--- src/rtl/syn_pcm_fetch_ctrl_if.sv ---
// Sample stream from the PCM fetch controller to its consumer.
// Transfer happens when smpl_valid and smpl_ready are both high.
interface syn_pcm_fetch_ctrl_if #(
  parameter int DATA_W = 32,
  parameter int ADDR_W = 8
) ();
  logic              smpl_valid;
  logic [DATA_W-1:0] smpl_data;
  logic [ADDR_W-1:0] smpl_idx;
  logic              smpl_ready;

  modport master (
    output smpl_valid,
    output smpl_data,
    output smpl_idx,
    input  smpl_ready
  );

  modport slave (
    input  smpl_valid,
    input  smpl_data,
    input  smpl_idx,
    output smpl_ready
  );
endinterface

--- src/rtl/syn_pcm_fetch_ctrl.sv ---
// PCM frame fetch controller: reads one frame from the PCM buffer
// on a pcm_data_rdy edge and streams it through a small FIFO.
module syn_pcm_fetch_ctrl #(
  parameter int DATA_W      = 32,
  parameter int ADDR_W      = 8,
  parameter int NUM_SAMPLES = 256,
  parameter int FIFO_DEPTH  = 4
) (
  input  logic              clk_ir,
  input  logic              rst_il,
  input  logic              fetch_en,
  input  logic              pcm_data_rdy,
  output logic [ADDR_W-1:0] pcm_addr,
  output logic              pcm_rden,
  input  logic [DATA_W-1:0] pcm_rdata,
  input  logic              pcm_rd_valid,
  syn_pcm_fetch_ctrl_if.master smpl,
  output logic              fetch_busy,
  output logic              fetch_done,
  output logic              ovrn_err
);
  localparam int CW = $clog2(FIFO_DEPTH + 1);
  localparam int PW = $clog2(FIFO_DEPTH);

  typedef enum logic [1:0] {
    IDLE,
    FETCH,
    DRAIN
  } state_t;

  state_t state, state_nx;

  logic              rdy_q, rdy_qq;
  logic [1:0]        arm;
  logic              rdy_edge, start;
  logic [CW-1:0]     inflight, count;
  logic [CW:0]       occ_sum;
  logic              room, last_rd;
  logic              rd_ok, push, pop, last_xfer;
  logic [PW-1:0]     wr_ptr, rd_ptr;
  logic [ADDR_W-1:0] idx;
  logic [DATA_W-1:0] mem [FIFO_DEPTH];

  // arm delays edge detection until rdy_qq holds a real sample,
  // so a level already high at reset release is not an edge
  assign rdy_edge = rdy_q & ~rdy_qq & arm[1] & fetch_en;
  assign start    = rdy_edge && (state == IDLE);
  assign ovrn_err = rdy_edge && (state != IDLE);

  assign occ_sum = {1'b0, inflight} + {1'b0, count};
  assign room    = occ_sum < (CW+1)'(FIFO_DEPTH);
  assign last_rd = pcm_rden &&
                   (pcm_addr == ADDR_W'(NUM_SAMPLES-1));

  assign rd_ok = pcm_rd_valid && (inflight != '0);
  assign pop   = smpl.smpl_valid && smpl.smpl_ready;
  assign push  = rd_ok &&
                 ((count != CW'(FIFO_DEPTH)) || pop);

  assign last_xfer  = pop && (idx == ADDR_W'(NUM_SAMPLES-1));
  assign fetch_done = last_xfer && (state == DRAIN);
  assign fetch_busy = (state != IDLE);

  assign smpl.smpl_valid = (count != '0);
  assign smpl.smpl_data  = smpl.smpl_valid ? mem[rd_ptr] : '0;
  assign smpl.smpl_idx   = idx;

  always_comb begin
    state_nx = state;
    pcm_rden = 1'b0;
    unique case (state)
      IDLE:  if (start) state_nx = FETCH;
      FETCH: begin
        pcm_rden = room;
        if (last_rd) state_nx = DRAIN;
      end
      DRAIN: if (last_xfer) state_nx = IDLE;
      default: state_nx = IDLE;
    endcase
  end

  always_ff @(posedge clk_ir or negedge rst_il) begin
    if (!rst_il) begin
      state  <= IDLE;
      rdy_q  <= 1'b0;
      rdy_qq <= 1'b0;
      arm    <= '0;
    end else begin
      state  <= state_nx;
      rdy_q  <= pcm_data_rdy;
      rdy_qq <= rdy_q;
      arm    <= {arm[0], 1'b1};
    end
  end

  always_ff @(posedge clk_ir or negedge rst_il) begin
    if (!rst_il) begin
      pcm_addr <= '0;
      inflight <= '0;
      idx      <= '0;
    end else begin
      if (start)         pcm_addr <= '0;
      else if (pcm_rden) pcm_addr <= pcm_addr + 1'b1;
      if (pcm_rden && !rd_ok)      inflight <= inflight + 1'b1;
      else if (!pcm_rden && rd_ok) inflight <= inflight - 1'b1;
      if (start || fetch_done) idx <= '0;
      else if (pop)            idx <= idx + 1'b1;
    end
  end

  always_ff @(posedge clk_ir or negedge rst_il) begin
    if (!rst_il) begin
      wr_ptr <= '0;
      rd_ptr <= '0;
      count  <= '0;
    end else begin
      if (push) wr_ptr <= wr_ptr + 1'b1;
      if (pop)  rd_ptr <= rd_ptr + 1'b1;
      if (push && !pop)      count <= count + 1'b1;
      else if (!push && pop) count <= count - 1'b1;
    end
  end

  always_ff @(posedge clk_ir) begin
    if (push) mem[wr_ptr] <= pcm_rdata;
  end
endmodule

--- src/flat_wrapper.sv ---
// flat-port wrapper written by rule: the top's interface ports become plain ports
module syn_pcm_fetch_ctrl_flat 
#(
  parameter int DATA_W      = 32,
  parameter int ADDR_W      = 8,
  parameter int NUM_SAMPLES = 256,
  parameter int FIFO_DEPTH  = 4
)
  (clk_ir, rst_il, fetch_en, pcm_data_rdy, pcm_addr, pcm_rden, pcm_rdata, pcm_rd_valid, fetch_busy, fetch_done, ovrn_err, smpl_smpl_valid, smpl_smpl_data, smpl_smpl_idx, smpl_smpl_ready);
  syn_pcm_fetch_ctrl_if #(.DATA_W(DATA_W), .ADDR_W(ADDR_W)) smpl_i ();
  input  logic clk_ir;
  input  logic rst_il;
  input  logic fetch_en;
  input  logic pcm_data_rdy;
  output logic [ADDR_W-1:0] pcm_addr;
  output logic pcm_rden;
  input  logic [DATA_W-1:0] pcm_rdata;
  input  logic pcm_rd_valid;
  output logic fetch_busy;
  output logic fetch_done;
  output logic ovrn_err;
  output wire logic [$bits(smpl_i.smpl_valid)-1:0] smpl_smpl_valid;
  output wire logic [$bits(smpl_i.smpl_data)-1:0] smpl_smpl_data;
  output wire logic [$bits(smpl_i.smpl_idx)-1:0] smpl_smpl_idx;
  input wire logic [$bits(smpl_i.smpl_ready)-1:0] smpl_smpl_ready;
  assign smpl_smpl_valid = smpl_i.smpl_valid;
  assign smpl_smpl_data = smpl_i.smpl_data;
  assign smpl_smpl_idx = smpl_i.smpl_idx;
  assign smpl_i.smpl_ready = smpl_smpl_ready;
  syn_pcm_fetch_ctrl #(.DATA_W(DATA_W), .ADDR_W(ADDR_W), .NUM_SAMPLES(NUM_SAMPLES), .FIFO_DEPTH(FIFO_DEPTH)) u_core (.clk_ir(clk_ir), .rst_il(rst_il), .fetch_en(fetch_en), .pcm_data_rdy(pcm_data_rdy), .pcm_addr(pcm_addr), .pcm_rden(pcm_rden), .pcm_rdata(pcm_rdata), .pcm_rd_valid(pcm_rd_valid), .smpl(smpl_i), .fetch_busy(fetch_busy), .fetch_done(fetch_done), .ovrn_err(ovrn_err));
endmodule
--- config.mk ---
export PLATFORM = sky130hd
export DESIGN_NAME = syn_pcm_fetch_ctrl_flat
export DESIGN_NICKNAME = d
export VERILOG_FILES = /design/src/rtl/syn_pcm_fetch_ctrl_if.sv /design/src/rtl/syn_pcm_fetch_ctrl.sv /design/src/flat_wrapper.sv
export SDC_FILE = /design/constraint.sdc
export NUM_CORES = 1
export LEC_CHECK = 0
export CAP_MARGIN = 20
export CORE_ASPECT_RATIO = 0.8
export CORE_MARGIN = 1
export CORE_UTILIZATION = 54
export DETAILED_ROUTE_END_ITERATION = 10
export PLACE_DENSITY = 0.75
export SLEW_MARGIN = 20
export SYNTH_ARGS = -nofsm -noshare
export SYNTH_HDL_FRONTEND = slang
export SYNTH_SLANG_ARGS = --single-unit
--- constraint.sdc ---
create_clock -name clk_ir -period 3.3 [get_ports clk_ir]
set_input_delay 0.495 -clock clk_ir [delete_from_list [all_inputs] [get_ports clk_ir]]
set_output_delay 0.495 -clock clk_ir [all_outputs]
set_load 0.02 [all_outputs]
; ---- Word level (Yosys, flattened, before mapping)
; Memory sizes are Yosys's and may differ from the RTL's.
; Cells that the tools add are included.
[word_totals]
output_inout_bits = 53
wordCells = 76
n_memories = 1
mem_bits_rw = 128
reg_bits = 32
input_bits = 38
[memory_table]
columns = memory, depth, word_bits, read_ports, rd_ports_with_merged_regs, write_ports, line_no
row1 = u_core.mem, 4, 32, 1, 0, 1, syn_pcm_fetch_ctrl.sv:42  ; logic [DATA_W-1:0] mem [FIFO_DEPTH];
[op_classes]
n_mux = 16
order_cmp = 1
bitwise_logic = 4
reduce_logical = 27
n_eq_ne = 8
n_addsub = 9
[op_table]
columns = op, count
row1 = 32-bit two-way mux, 1
row2 = 8-bit two-way mux, 4
row3 = "8-bit by 1-bit adder with 8-bit output, second input constant", 2
row4 = "8-bit equality test, second input constant", 2
row5 = 1-bit logical AND, 12
row6 = 3-bit two-way mux, 4
row7 = 2-bit nonzero test, 5
row8 = "3-bit by 1-bit adder with 3-bit output, second input constant", 2
row9 = 2-bit two-way mux, 3
row10 = "2-bit by 1-bit != test with 1-bit output, second input constant", 3
row11 = 2-bit case mux with 3 select lines, 1
row12 = 3-bit nonzero test, 2
row13 = "3-bit by 1-bit subtractor with 3-bit output, second input constant", 2
row14 = "2-bit by 1-bit adder with 2-bit output, second input constant", 2
row15 = 3-bit by 3-bit adder with 4-bit output, 1
row16 = 1-bit zero test, 4
row17 = "4-bit by 3-bit < comparator with 1-bit output, second input constant", 1
row18 = 1-bit AND, 3
row19 = 1-bit two-way mux, 3
row20 = "3-bit != test, second input constant", 1
row21 = 3-bit AND reduction, 1
row22 = "2-bit by 1-bit equality test with 1-bit output, second input constant", 1
row23 = "2-bit equality test, second input constant", 1
row24 = 2-bit zero test, 1
row25 = 2 further kinds, 3

; ---- Depth between registers and ports, before layout
[logic_depth]
word_depth = 8
depth_mapped = 9

; ---- Worst setup path after synthesis
; OpenSTA, ideal clock, no wires.
[synth_timing]
kind = flip-flop to flip-flop
startpoint = register u_core.count[2]
endpoint = register u_core.inflight[2]
path_stages_with_launch = 10
setup_slack_ns = 0.520
setup_time_ns = 0.079
t_arrival_ns = 2.701
synth_period_minus_slack_ns = 2.780
required_time_ns = 3.221
cell_sequence = dfrtp_1 > ha_1 > or4b_4 > nor3_4 > ha_1 > inv_1 > fa_1 > xor2_1 > nor2_1 > xor2_1
[synth_between]
elab_chain_len = 6
word_cells_on_any_way = 8
cone_classes = add/sub (1) / order compare (1) / mux (2) / reduce/logical (4)
[synth_rtl]
columns = element, line_no
row1 = "start, declared", syn_pcm_fetch_ctrl.sv:36  ; logic [CW-1:0] inflight, count;
row2 = "start signal, assigned", syn_pcm_fetch_ctrl.sv:119  ; if (push && !pop) count <= count + 1'b1;
row3 = "start signal, assigned", syn_pcm_fetch_ctrl.sv:120  ; else if (!push && pop) count <= count - 1'b1;
row4 = 3-bit by 3-bit adder with 4-bit output *, syn_pcm_fetch_ctrl.sv:50  ; assign occ_sum = {1'b0, inflight} + {1'b0, count};
row5 = 4-bit by 3-bit < comparator with 1-bit output *, syn_pcm_fetch_ctrl.sv:51  ; assign room = occ_sum < (CW+1)'(FIFO_DEPTH);
row6 = 1-bit two-way mux *, syn_pcm_fetch_ctrl.sv:71  ; unique case (state)
row7 = named net pcm_rden, flat_wrapper.sv:16  ; output logic pcm_rden;
row8 = 1-bit zero test, syn_pcm_fetch_ctrl.sv:105  ; else if (!pcm_rden && rd_ok) inflight <= inflight - 1'b1;
row9 = 1-bit logical AND, syn_pcm_fetch_ctrl.sv:105
row10 = 2-bit nonzero test (no source line), -
row11 = "end signal, assigned", syn_pcm_fetch_ctrl.sv:104  ; if (pcm_rden && !rd_ok) inflight <= inflight + 1'b1;
row12 = "end signal, assigned", syn_pcm_fetch_ctrl.sv:105
row13 = "end, declared", syn_pcm_fetch_ctrl.sv:36
; Mark *: on every way through the listed nets, which the timed path passes. The rest lies on a longest branch.
; A chain may end at the register's enable or synchronous reset.

; ---- Worst setup path after layout
[layout_timing]
startpoint = register u_core.rd_ptr[0]
endpoint = output smpl_smpl_data[29]
[layout_between]
elab_chain_len = 2
[layout_rtl]
columns = element, line_no
row1 = "start, declared", syn_pcm_fetch_ctrl.sv:40  ; logic [PW-1:0] wr_ptr, rd_ptr;
row2 = "start signal, assigned", syn_pcm_fetch_ctrl.sv:118  ; if (pop) rd_ptr <= rd_ptr + 1'b1;
row3 = memory 4 x 32 bit, -
row4 = 32-bit two-way mux, syn_pcm_fetch_ctrl.sv:65  ; assign smpl.smpl_data = smpl.smpl_valid ? mem[rd_ptr] : '0;
row5 = "end, declared", flat_wrapper.sv:23  ; output wire logic [$bits(smpl_i.smpl_data)-1:0] smpl_smpl_data;
; No other way between the ends.

==> summary.md <==
| Metric | Value |
|---|---|
| Status | `completed` |
| CP endpoint kind | `output port` |
| Mux cell area share after synthesis | `12.0%` |
| Maximum clock rate | `331 MHz` |
| CTS Buffer Depth | `2` |
| Ys flop type | `edfxtp_1` |
| Worst Hold Launch | `u_core.arm[0]$_DFF_PN0_` |
| Routed Antenna Nets | `0` |
| Cell count after placement | `593` |
| Share of layout cells above drive strength 1 | `18.4%` |
| Post-Route Setup TNS | `0 ns` |
| CTS Sinks | `160` |
| Num rows | `35` |
| PD cells | `495 nW/um^2` |
| Syn_nets | `407` |
| I/O pin count | `approximately 90` |
| Xor/xnor share of the synthesized area | `2.57%` |
| Synth Area in Adders | `2.55%` |
| Post-DP Area | `~7700 sq um` |
| DRT Pass-1 Iters | `4` |
| WL per Instance | `19.2 um` |
| Clock Tree Root | `clkbuf_16` |
| Final #Nets | `514` |
| Layout Cells excl Fill | `625` |
| CP Class | `flop to output port` |
| Grt total ovfl | `0` |
| Largest family of logic cells by synthesized area | `multiplexers` |
| Warnings from Yosys | `0` |
| Reg2reg setup slack | `0.46 ns` |
| Worst-skew pair later-pin latency | `0.42 ns` |
| Tot GR Track Use | `21.1%` |
| Routability cong. | `0.783` |
| CTS tree | `yes` |
| Final period utilization | `91.7%` |
| Hold endpoint | `u_core.arm[1]$_DFF_PN0_` |
| Clock-pin slew on the worst setup and hold paths | `0.06 ns` |
| Die X | `approximately 120 um` |
| # DRC | `0` |
| Routed WL | `around 12000 um` |
| Antenna cells | `0` |
| Core ar. | `approximately 12000 sq um` |
| First-pass GRT wire length | `19300 um` |
| LEAKAGE | `0.00289 uW` |
| Worst hold stages | `0` |
| DP HPWL | `7720 um` |
| Total die area | `approximately 12000 sq um` |
| Crit path max fanout | `19` |
| RR Startpoint | `u_core.count[2]$_DFFE_PN0P_` |
| Req. time, crit path | `2.80 ns` |
| Worst setup SP type | `flop` |
| Setup bufs post-CTS | `0` |
| Max-slew headroom | `65.1%` |
| Cell variety after synth | `37` |
| RSZ-0062 raised after global routing | `false` |
| Initial DRC Count | `roughly 300` |
| Final Setup Violations | `0` |
| Ys async rst share | `20.0%` |
| Largest net degree at the start of global routing | `37` |
| Layout area overhead | `26.8%` |
| Critical R2R Capture | `u_core.inflight[2]$_DFFE_PN0P_` |
| Starting Density | `55.9%` |
| Endpoints failing hold | `0` |
| Synthesized area per cell | `18.2 sq um` |
| Minimum clock period after layout | `slightly above 3 ns` |
| H-tree Lvls | `4` |
| Via Count | `3476` |
| Post-synth EDFFs | `128` |
| Worst-Margin Slew | `about 0.52 ns` |
| Clk_skew | `0.00665 ns` |
| Worst ir drop on vdd | `378 uV` |
| R2R cell count | `9` |
| Tot Pwr | `4070 uW` |
| Most common cell after layout, fill and taps aside | `edfxtp_1` |
| Synth Register Bits | `160` |
| Synth Area in Compound Gates | `1.39%` |
| Cells after synthesis | `approximately 360` |
| Antenna violations before repair | `0` |
| Slew Limit Fails | `0` |
| CP arrival | `2.53 ns` |
| Number of global-route vias before repair | `3609` |
| Layout Cell Area excl Fill | `8230 sq um` |
| Post-synthesis sequential area ratio | `71.6%` |
| # Max-Cap Violations | `0` |
| Chip height | `100 um` |
| Most frequent cells in the layout | `128 x edfxtp_1, 89 x clkdlybuf4s50_1, 32 x mux4_2, 32 x and2_1, 31 x dfrtp_1` |
| Port Buffers | `90` |
| Simple-Gate Fraction of Synth Area | `8.68%` |
| HP Class | `flop to flop` |
| Vias per std cell | `5.56` |
| CTS Buf Count | `17` |
| Netlist Area Pre-Place | `6490 sq um` |
[state kept, by name, indices dropped and copies added (netlist names), 2 cells and up]
name                  cells
u_core.arm                2
u_core.count              3
u_core.inflight           3
u_core.mem              128
u_core.pcm_addr           8
u_core.rd_ptr             2
u_core.smpl.smpl_idx      8
u_core.state              2
u_core.wr_ptr             2
[synth_stat cells (4+ instances only)]
master,n,area share (%)
edfxtp_1,128,59
and2_1,36,3.5
dfrtp_1,32,12
mux4_2,32,11
nor2_1,19,1.1
xnor2_1,13,1.8
ha_1,10,1.9
clkbuf_1,9,0.52
nand2_1,8,0.46
nand3_1,7,0.54
inv_1,6,0.35
xor2_1,6,0.81
and3_1,5,0.48
buf_2,4,0.31
o21ai_0,4,0.31
[metrics by stage]
step | worst slack [ns] | hold WS [ns] | util [%]
2_1_floorplan | 0.520 | 0.199 | -
3_3_place_gp | 0.462 | 0.334 | 66.1
3_5_place_dp | 0.438 | 0.335 | 66.1
4_1_cts | 0.0594 | 0.354 | 70.9
5_1_grt | 0.162 | 0.366 | 70.9
6_report | 0.275 | 0.348 | 70.9
[cell type report]
class	count	area [sq um]
Timing Repair Buffer	101	1050
Sequential cell	160	4650
Clock buffer	17	425
Inverter	6	22.5
Multi-Input combinational cell	178	1770
Clock inverter	15	128
Tap cell	148	185
Fill cell	742	3380
[where the power goes]
part           internal, uW  leakage, uW  switching, uW
registers              2180      0.00153          0.707
clock network           985     0.000266            830
logic                  40.7      0.00109           31.2
[cells by family (layout without fill, tap and decap cells)]
kind of cell               count (synthesis)  in the layout
and+or+nand+nor                           97             97
other                                      1              1
AOI/OAI and AO/OA                         12             12
adders and majority gates                 12             12
xor gates and xnor gates                  19             19
muxes                                     37             37
DFF                                      160            160
buffers and inverters                     19            139
[metal layers]
| layer | track usage [%] | vias up | share of wire [%] |
|---|---|---|---|
| met5 | 0 | - | 0 |
| met4 | 9.45 | 0 | 1.7 |
| met3 | 4.32 | 18 | 4.3 |
| met2 | 33.6 | 94 | 49 |
| met1 | 28.6 | 1767 | 45 |
| li1 | - | 1597 | - |
[worst max-delay path: stages, from the launching register on]
cell             delay (ns)
dfrtp_2                0.59
buf_12                 0.25
mux4_2                 0.55
and2_1                 0.18
clkdlybuf4s50_1        0.53
[repair_timing]
| item | 4_1_cts | 5_1_grt |
|---|---|---|
| gates resized for setup | 0 | 1 |
| endpoints found under the hold margin | 0 | 0 |
| hold buffers | 0 | 0 |
| setup endpoints to repair | 0 | 1 |
[worst max-delay path by stage]
| stage | from | to | slack, ns | cells past startpoint |
|---|---|---|---|---|
| 2_1_floorplan | u_core.count[2]$_DFFE_PN0P_ | u_core.inflight[2]$_DFFE_PN0P_ | 0.52 | 9 |
| 3_3_place_gp | smpl_smpl_ready | fetch_done | 0.46 | 5 |
| 3_5_place_dp | smpl_smpl_ready | u_core.count[2]$_DFFE_PN0P_ | 0.44 | 9 |
| 4_1_cts | u_core.count[2]$_DFFE_PN0P_ | pcm_rden | 0.06 | 4 |
| 5_1_grt | u_core.rd_ptr[0]$_DFFE_PN0P_ | smpl_smpl_data[0] | 0.16 | 4 |
| 6_report | u_core.rd_ptr[0]$_DFFE_PN0P_ | smpl_smpl_data[29] | 0.28 | 4 |
Note: power is estimated with default switching activity, not from simulation.
